`config.mk`:
```
export PLATFORM = sky130hd
export DESIGN_NAME = mmio_uart_tx
export DESIGN_NICKNAME = d
export VERILOG_FILES = /design/src/rtl/mmio_uart_tx.sv
export SDC_FILE = /design/constraint.sdc
export NUM_CORES = 1
export LEC_CHECK = 0
export CORE_MARGIN = 2
export CORE_UTILIZATION = 30
export DETAILED_ROUTE_END_ITERATION = 10
export PLACE_DENSITY = 0.6
export SKIP_LAST_GASP = 1
export SYNTH_ARGS = -nofsm -noshare
export SYNTH_HDL_FRONTEND = slang
export SYNTH_SLANG_ARGS = --single-unit
```
`constraint.sdc`:
```
create_clock -name clk -period 2.9 [get_ports clk]
set_input_delay 0.725 -clock clk [delete_from_list [all_inputs] [get_ports clk]]
set_output_delay 0.725 -clock clk [all_outputs]
set_load 0.005 [all_outputs]
```
`src/rtl/mmio_uart_tx.sv`:
```
// Memory-mapped 8N1 UART transmitter on the data-memory port.
// TXDATA stores feed a small byte FIFO. A baud FSM drains it onto tx.
// STATUS and DIVISOR read back combinationally so loads never stall the core.
// Handshake: the FIFO push side has no back-pressure. A TXDATA store is
// accepted only when count < FIFO_DEPTH before the edge. Otherwise it is
// dropped and the sticky overflow flag is set. The pop side is internal:
// the FSM pops exactly when it sits in IDLE and the FIFO is non-empty.
module mmio_uart_tx #(
  parameter logic [31:0] BASE_ADDR       = 32'h1000_0000,
  parameter int          FIFO_DEPTH      = 4,
  parameter logic [15:0] DEFAULT_DIVISOR = 16'd16
) (
  input  logic        clk,
  input  logic        rst,
  input  logic        write_enable,
  input  logic [2:0]  io_width,
  input  logic [31:0] io_address,
  input  logic [31:0] data_in,
  output logic [31:0] data_out,
  output logic        tx,
  output logic        tx_idle
);

  localparam int AW = (FIFO_DEPTH > 1) ? $clog2(FIFO_DEPTH) : 1;
  localparam int CW = AW + 1;

  typedef enum logic [1:0] {
    S_IDLE  = 2'd0,
    S_START = 2'd1,
    S_DATA  = 2'd2,
    S_STOP  = 2'd3
  } state_t;

  // Address decode.
  logic       sel;
  logic [1:0] offset;
  assign sel    = (io_address[31:4] == BASE_ADDR[31:4]);
  assign offset = io_address[3:2];

  logic wr_txdata, wr_status, wr_divisor;
  assign wr_txdata  = write_enable && sel && (offset == 2'd0);
  assign wr_status  = write_enable && sel && (offset == 2'd1);
  assign wr_divisor = write_enable && sel && (offset == 2'd2);

  // FIFO storage and bookkeeping.
  logic [7:0]    mem [FIFO_DEPTH];
  logic [AW-1:0] wr_ptr, rd_ptr;
  logic [CW-1:0] count_q, count_d;
  logic          full, empty, push_ok, pop;

  assign full    = (count_q == CW'(FIFO_DEPTH));
  assign empty   = (count_q == '0);
  assign push_ok = wr_txdata && !full;

  // Registers visible to software.
  logic        overflow_q;
  logic [15:0] divisor_q;

  // FSM state and datapath registers. state_q is the debug-visible state.
  state_t      state_q, state_d;
  logic [7:0]  shift_q, shift_d;
  logic [2:0]  idx_q, idx_d;
  logic [15:0] baud_q, baud_d;
  logic [15:0] bit_period_q, bit_period_d;
  logic        tx_q, tx_d;
  logic        tx_idle_q, tx_idle_d;
  logic        baud_done;

  assign baud_done = (baud_q == bit_period_q - 16'd1);

  // Next FIFO occupancy; a full FIFO with a pop still drops the push.
  always_comb begin
    count_d = count_q;
    case ({push_ok, pop})
      2'b10:   count_d = count_q + CW'(1);
      2'b01:   count_d = count_q - CW'(1);
      default: count_d = count_q;
    endcase
  end

  // FIFO pointers, count and storage write.
  always_ff @(posedge clk) begin
    if (rst) begin
      wr_ptr  <= '0;
      rd_ptr  <= '0;
      count_q <= '0;
    end else begin
      count_q <= count_d;
      if (push_ok) wr_ptr <= wr_ptr + AW'(1);
      if (pop)     rd_ptr <= rd_ptr + AW'(1);
    end
  end

  // FIFO data array; contents are don't-care until written.
  always_ff @(posedge clk) begin
    if (push_ok) mem[wr_ptr] <= data_in[7:0];
  end

  // Sticky overflow flag and divisor register.
  always_ff @(posedge clk) begin
    if (rst) begin
      overflow_q <= 1'b0;
      divisor_q  <= DEFAULT_DIVISOR;
    end else begin
      if (wr_txdata && full)            overflow_q <= 1'b1;
      else if (wr_status && data_in[3]) overflow_q <= 1'b0;
      if (wr_divisor) begin
        if (io_width == 3'b000) divisor_q[7:0] <= data_in[7:0];
        else                    divisor_q      <= data_in[15:0];
      end
    end
  end

  // FSM next state; tx_d is the line level for the state being entered.
  always_comb begin
    state_d      = state_q;
    shift_d      = shift_q;
    idx_d        = idx_q;
    baud_d       = baud_q;
    bit_period_d = bit_period_q;
    tx_d         = 1'b1;
    pop          = 1'b0;
    case (state_q)
      S_IDLE: begin
        if (!empty) begin
          pop          = 1'b1;
          shift_d      = mem[rd_ptr];
          bit_period_d = (divisor_q == 16'd0) ? 16'd1 : divisor_q;
          baud_d       = 16'd0;
          state_d      = S_START;
          tx_d         = 1'b0;
        end
      end
      S_START: begin
        if (baud_done) begin
          baud_d  = 16'd0;
          idx_d   = 3'd0;
          state_d = S_DATA;
          tx_d    = shift_q[0];
        end else begin
          baud_d = baud_q + 16'd1;
          tx_d   = 1'b0;
        end
      end
      S_DATA: begin
        if (baud_done) begin
          baud_d  = 16'd0;
          shift_d = {1'b0, shift_q[7:1]};
          if (idx_q == 3'd7) begin
            state_d = S_STOP;
            tx_d    = 1'b1;
          end else begin
            idx_d = idx_q + 3'd1;
            tx_d  = shift_q[1];
          end
        end else begin
          baud_d = baud_q + 16'd1;
          tx_d   = shift_q[0];
        end
      end
      S_STOP: begin
        tx_d = 1'b1;
        if (baud_done) begin
          baud_d  = 16'd0;
          state_d = S_IDLE;
        end else begin
          baud_d = baud_q + 16'd1;
        end
      end
      default: state_d = S_IDLE;
    endcase
    tx_idle_d = (state_d == S_IDLE) && (count_d == '0);
  end

  // FSM and registered line outputs.
  always_ff @(posedge clk) begin
    if (rst) begin
      state_q      <= S_IDLE;
      shift_q      <= 8'd0;
      idx_q        <= 3'd0;
      baud_q       <= 16'd0;
      bit_period_q <= 16'd0;
      tx_q         <= 1'b1;
      tx_idle_q    <= 1'b1;
    end else begin
      state_q      <= state_d;
      shift_q      <= shift_d;
      idx_q        <= idx_d;
      baud_q       <= baud_d;
      bit_period_q <= bit_period_d;
      tx_q         <= tx_d;
      tx_idle_q    <= tx_idle_d;
    end
  end

  assign tx      = tx_q;
  assign tx_idle = tx_idle_q;

  // Combinational load data.
  logic [7:0]  count8;
  logic [31:0] status_word;
  logic        busy;
  assign busy        = (state_q != S_IDLE);
  assign count8      = 8'(count_q);
  assign status_word = {16'h0000, count8, 4'h0, overflow_q, busy, empty, full};

  // Load mux; zero outside the window and for write-only/reserved offsets.
  always_comb begin
    data_out = 32'h0;
    if (sel) begin
      case (offset)
        2'd1:    data_out = status_word;
        2'd2:    data_out = {16'h0000, divisor_q};
        default: data_out = 32'h0;
      endcase
    end
  end

  // Store bits and address bits that no register consumes.
  logic unused_bits;
  assign unused_bits = ^{data_in[31:16], io_address[1:0]};

endmodule

```
==> reports/qor.yml <==
status:
  status: "finished clean"
synthesis:
  synth-edff-count: 32
  synth_compound_area_frac: 0.1269
  syn_inst: 596
  synthDistinctLibCells: 65
  synthTopCellsByArea: "dfxtp_1, edfxtp_1, nand2_1, mux2i_1, nor2_1"
  synth_top_area_frac: 0.2652
  synth_top_cell_by_area: "dfxtp_1"
  async_flop_share: 0
  synth_top_family_by_area: "simple AND/OR/NAND/NOR gates"
  ys.flop_type: "dfxtp_1"
  synth_area_per_cell_um2: 9.248
  synth_adder_area_share: 0.03087
  synth_xor_area_frac: 0.03814
  ys_warn_count: 0
  synth_mux_area_frac: 0.07855
  ys_seq_area_frac: 0.4395
  synthesis.area_mm2: 0.005512
  synth-seq-cells: 105
  yosys.area_share.simple: 0.2220
route:
  detail-route-antenna-nets: 0
  vias_per_cell: 4.907
  drt_iter0_markers: 166
  drt-pass1-iter-count: 4
  drcViolationCount: 0
  via_count: 4593
  post_drt_wl_per_cell_um: 14.29
  wl_mm: 13.37
global_route:
  track_usage: 0.1335
  grt_pass1_wl_mm: 21.51
  grt_max_degree: 35
  antenna_found_initial: 0
  grt_overflow_total: 0
  grt_pass1_vias: 4396
setup_path:
  cp.arrival_ps: 3140
  r2r_slack_ps: 50
  crit_fanout: 6
  path_class: "flip-flop to flip-flop"
  cp-end-kind: "flip-flop"
  critPathRequiredTime_ps: 3190
  cp-start-kind: "flip-flop"
pwr:
  peakVddDrop_mv: 0.2311
  netSwitchingFraction: 0.2246
  p_seq_frac: 0.516
  netSwitchingPower_uw: 656.4
  combPwrFrac: 0.040
  clkPwrFrac: 0.443
  leakage_nw: 2.582
  p_int_mw: 2.267
  power_density_mw_per_mm2: 398.2
  power.total_mw: 2.923
sta:
  fin_skew_ps: 6.875
  min_period_ps: 2848
  tightest_slew_ps: 720.0
  max-slew-margin-rel: 0.5159
  fmax_ghz: 0.3511
  rsz0062_at_grt: "true"
  maxSlewViolCount: 0
  finalHoldViolations: 0
  hold-worst-slack_ps: 482.6
  setup_viol: 0
  period_share: 0.9822
min_path:
  worstHoldPathType: "flip-flop to flip-flop"
clock_network:
  clockBufferDepth: 2
  clock-sinks: 105
  cts_buffers: 9
  htree_levels: 3
  worstSkewPairLatency_ps: 350
  cts_tree: "built"
  cts_root_buf: "clkbuf_16"
  clk_pin_slew_ps: 80
floorplanning:
  die_w_um: 139.5
  dieHeight_um: 139.5
  ios: 104
  core_region_area_mm2: 0.01802
  die_area_mm2: 0.01947
  rows: 49
  initial_core_util: 0.3058
finish:
  layout-drive-gt1-share: 0.2390
  num_antenna_cells: 0
  nets: 785
  fin_area_mm2: 0.007340
  fin_util: 0.4072
  nFillCells: 1810
  syn_to_final_growth_pct: 33.17
placement:
  dpl_cell_area_mm2: 0.006636
  gp_congestion: 0.8073
  dp_hpwl_mm: 9.366
  port_buffers: 69
run:
  drv_cap: 0
## layout make-up
class                   count  area [um^2]  area share
multi-input cells         437         3114      0.4243
flip-flops and latches    105         2425      0.3304
repair buffers            130         1126      0.1534
well taps                 229        286.5     0.03904
clock buffers               9        225.2     0.03069
clock inverters             7        91.34     0.01244
inverters                  19        71.32    0.009717
## flip-flops by register name, indices dropped and copies added (netlist names), 2 cells and up, named ones only
signal	count
count_q	3
mem	32
baud_q	16
state_q	2
wr_ptr	2
idx_q	3
divisor_q	16
bit_period_q	16
shift_q	8
rd_ptr	2
## stage by stage
stage               std cells  setup WS (ps)  setup TNS [ps]
finish                    936          51.74               0
global route              936         -59.40          -166.0
CTS                       924          1.932               0
detailed placement        898         -823.1          -20680
global placement          898         -777.9          -18960
floorplan                 611          27.99               0
## cell families after synthesis
group,after synthesis
and+or+nand+nor,241
muxes,33
xor gates and xnor gates,24
AOI/OAI and AO/OA,109
DFF,105
adders and majority gates,13
other,1
buffers and inverters,70
## layer usage
layer  GRT usage  up-vias  wire length (um)
met5           0        -                 0
met3     0.02512       16               523
met1      0.1830     2161              6310
met4     0.04000        0               258
li1            -     2311                 -
met2      0.2152      105              6280
## placed cells by master, fill, tap and decap left out, drive strengths merged, types with 10 or more instances in the layout
master	count
edfxtp	32
nand4	11
o21ai	24
a31oi	10
and3	13
nand2	73
dfxtp	73
clkdlybuf4s50	22
ha	12
mux2i	23
inv	23
clkdlybuf4s15	13
clkbuf	25
buf	68
nand3	26
nor4	14
a21oi	33
conb	16
nor2	52
and2	13
xnor2	15
## worst max-delay path, stage by stage, from the launching register on
cell	delay (ps)
dfxtp_2	340
inv_1	60
ha_2	170
nor4b_4	120
buf_4	150
buf_4	140
nand2b_4	140
a32oi_2	250
o2111ai_2	170
buf_4	180
or4b_4	570
or3_1	370
a21oi_1	120
## synthesized netlist by cell type (all sizes together) (11+ instances only)
cell type and instances:
clkbuf 22, buf 29, and3 13, nor2 52, xnor2 15, inv 18, mux2i 23, dfxtp 73
and2 13, o21ai 24, a21oi 33, nand3 26, ha 12, nand2 73, nor4 14, edfxtp 32
nand4 11
## power by group through the flow
| stage | combinational, mW | clock, mW | sequential, mW |
|---|---|---|---|
| 6_report | 0.118 | 1.30 | 1.51 |
| 3_3_place_gp | 0.120 | 0 | 1.54 |
| 3_5_place_dp | 0.120 | 0 | 1.54 |
| 5_1_grt | 0.129 | 1.38 | 1.51 |
| 2_1_floorplan | 0.0466 | 0 | 1.54 |
| 4_1_cts | 0.113 | 1.33 | 1.51 |
## timing repair
item,in CTS,in global routing
gates cloned,1,1
buffers inserted,9,13
pin swaps,18,29
endpoints found under the hold margin,0,0
gates resized for setup,102,79
hold buffers,0,0
endpoints found under the setup margin,20,48
## path summary, 6_finish.rpt
check	depth (start not counted)	to	start
min	2	idx_q[2]$_SDFFE_PP0P_	idx_q[2]$_SDFFE_PP0P_
max reg2reg	12	state_q[1]$_SDFF_PP0_	bit_period_q[0]$_SDFFE_PP0P_
min reg2reg	2	idx_q[2]$_SDFFE_PP0P_	idx_q[2]$_SDFFE_PP0P_
max	12	state_q[1]$_SDFF_PP0_	bit_period_q[0]$_SDFFE_PP0P_
Power figures use the tool's default switching activity.
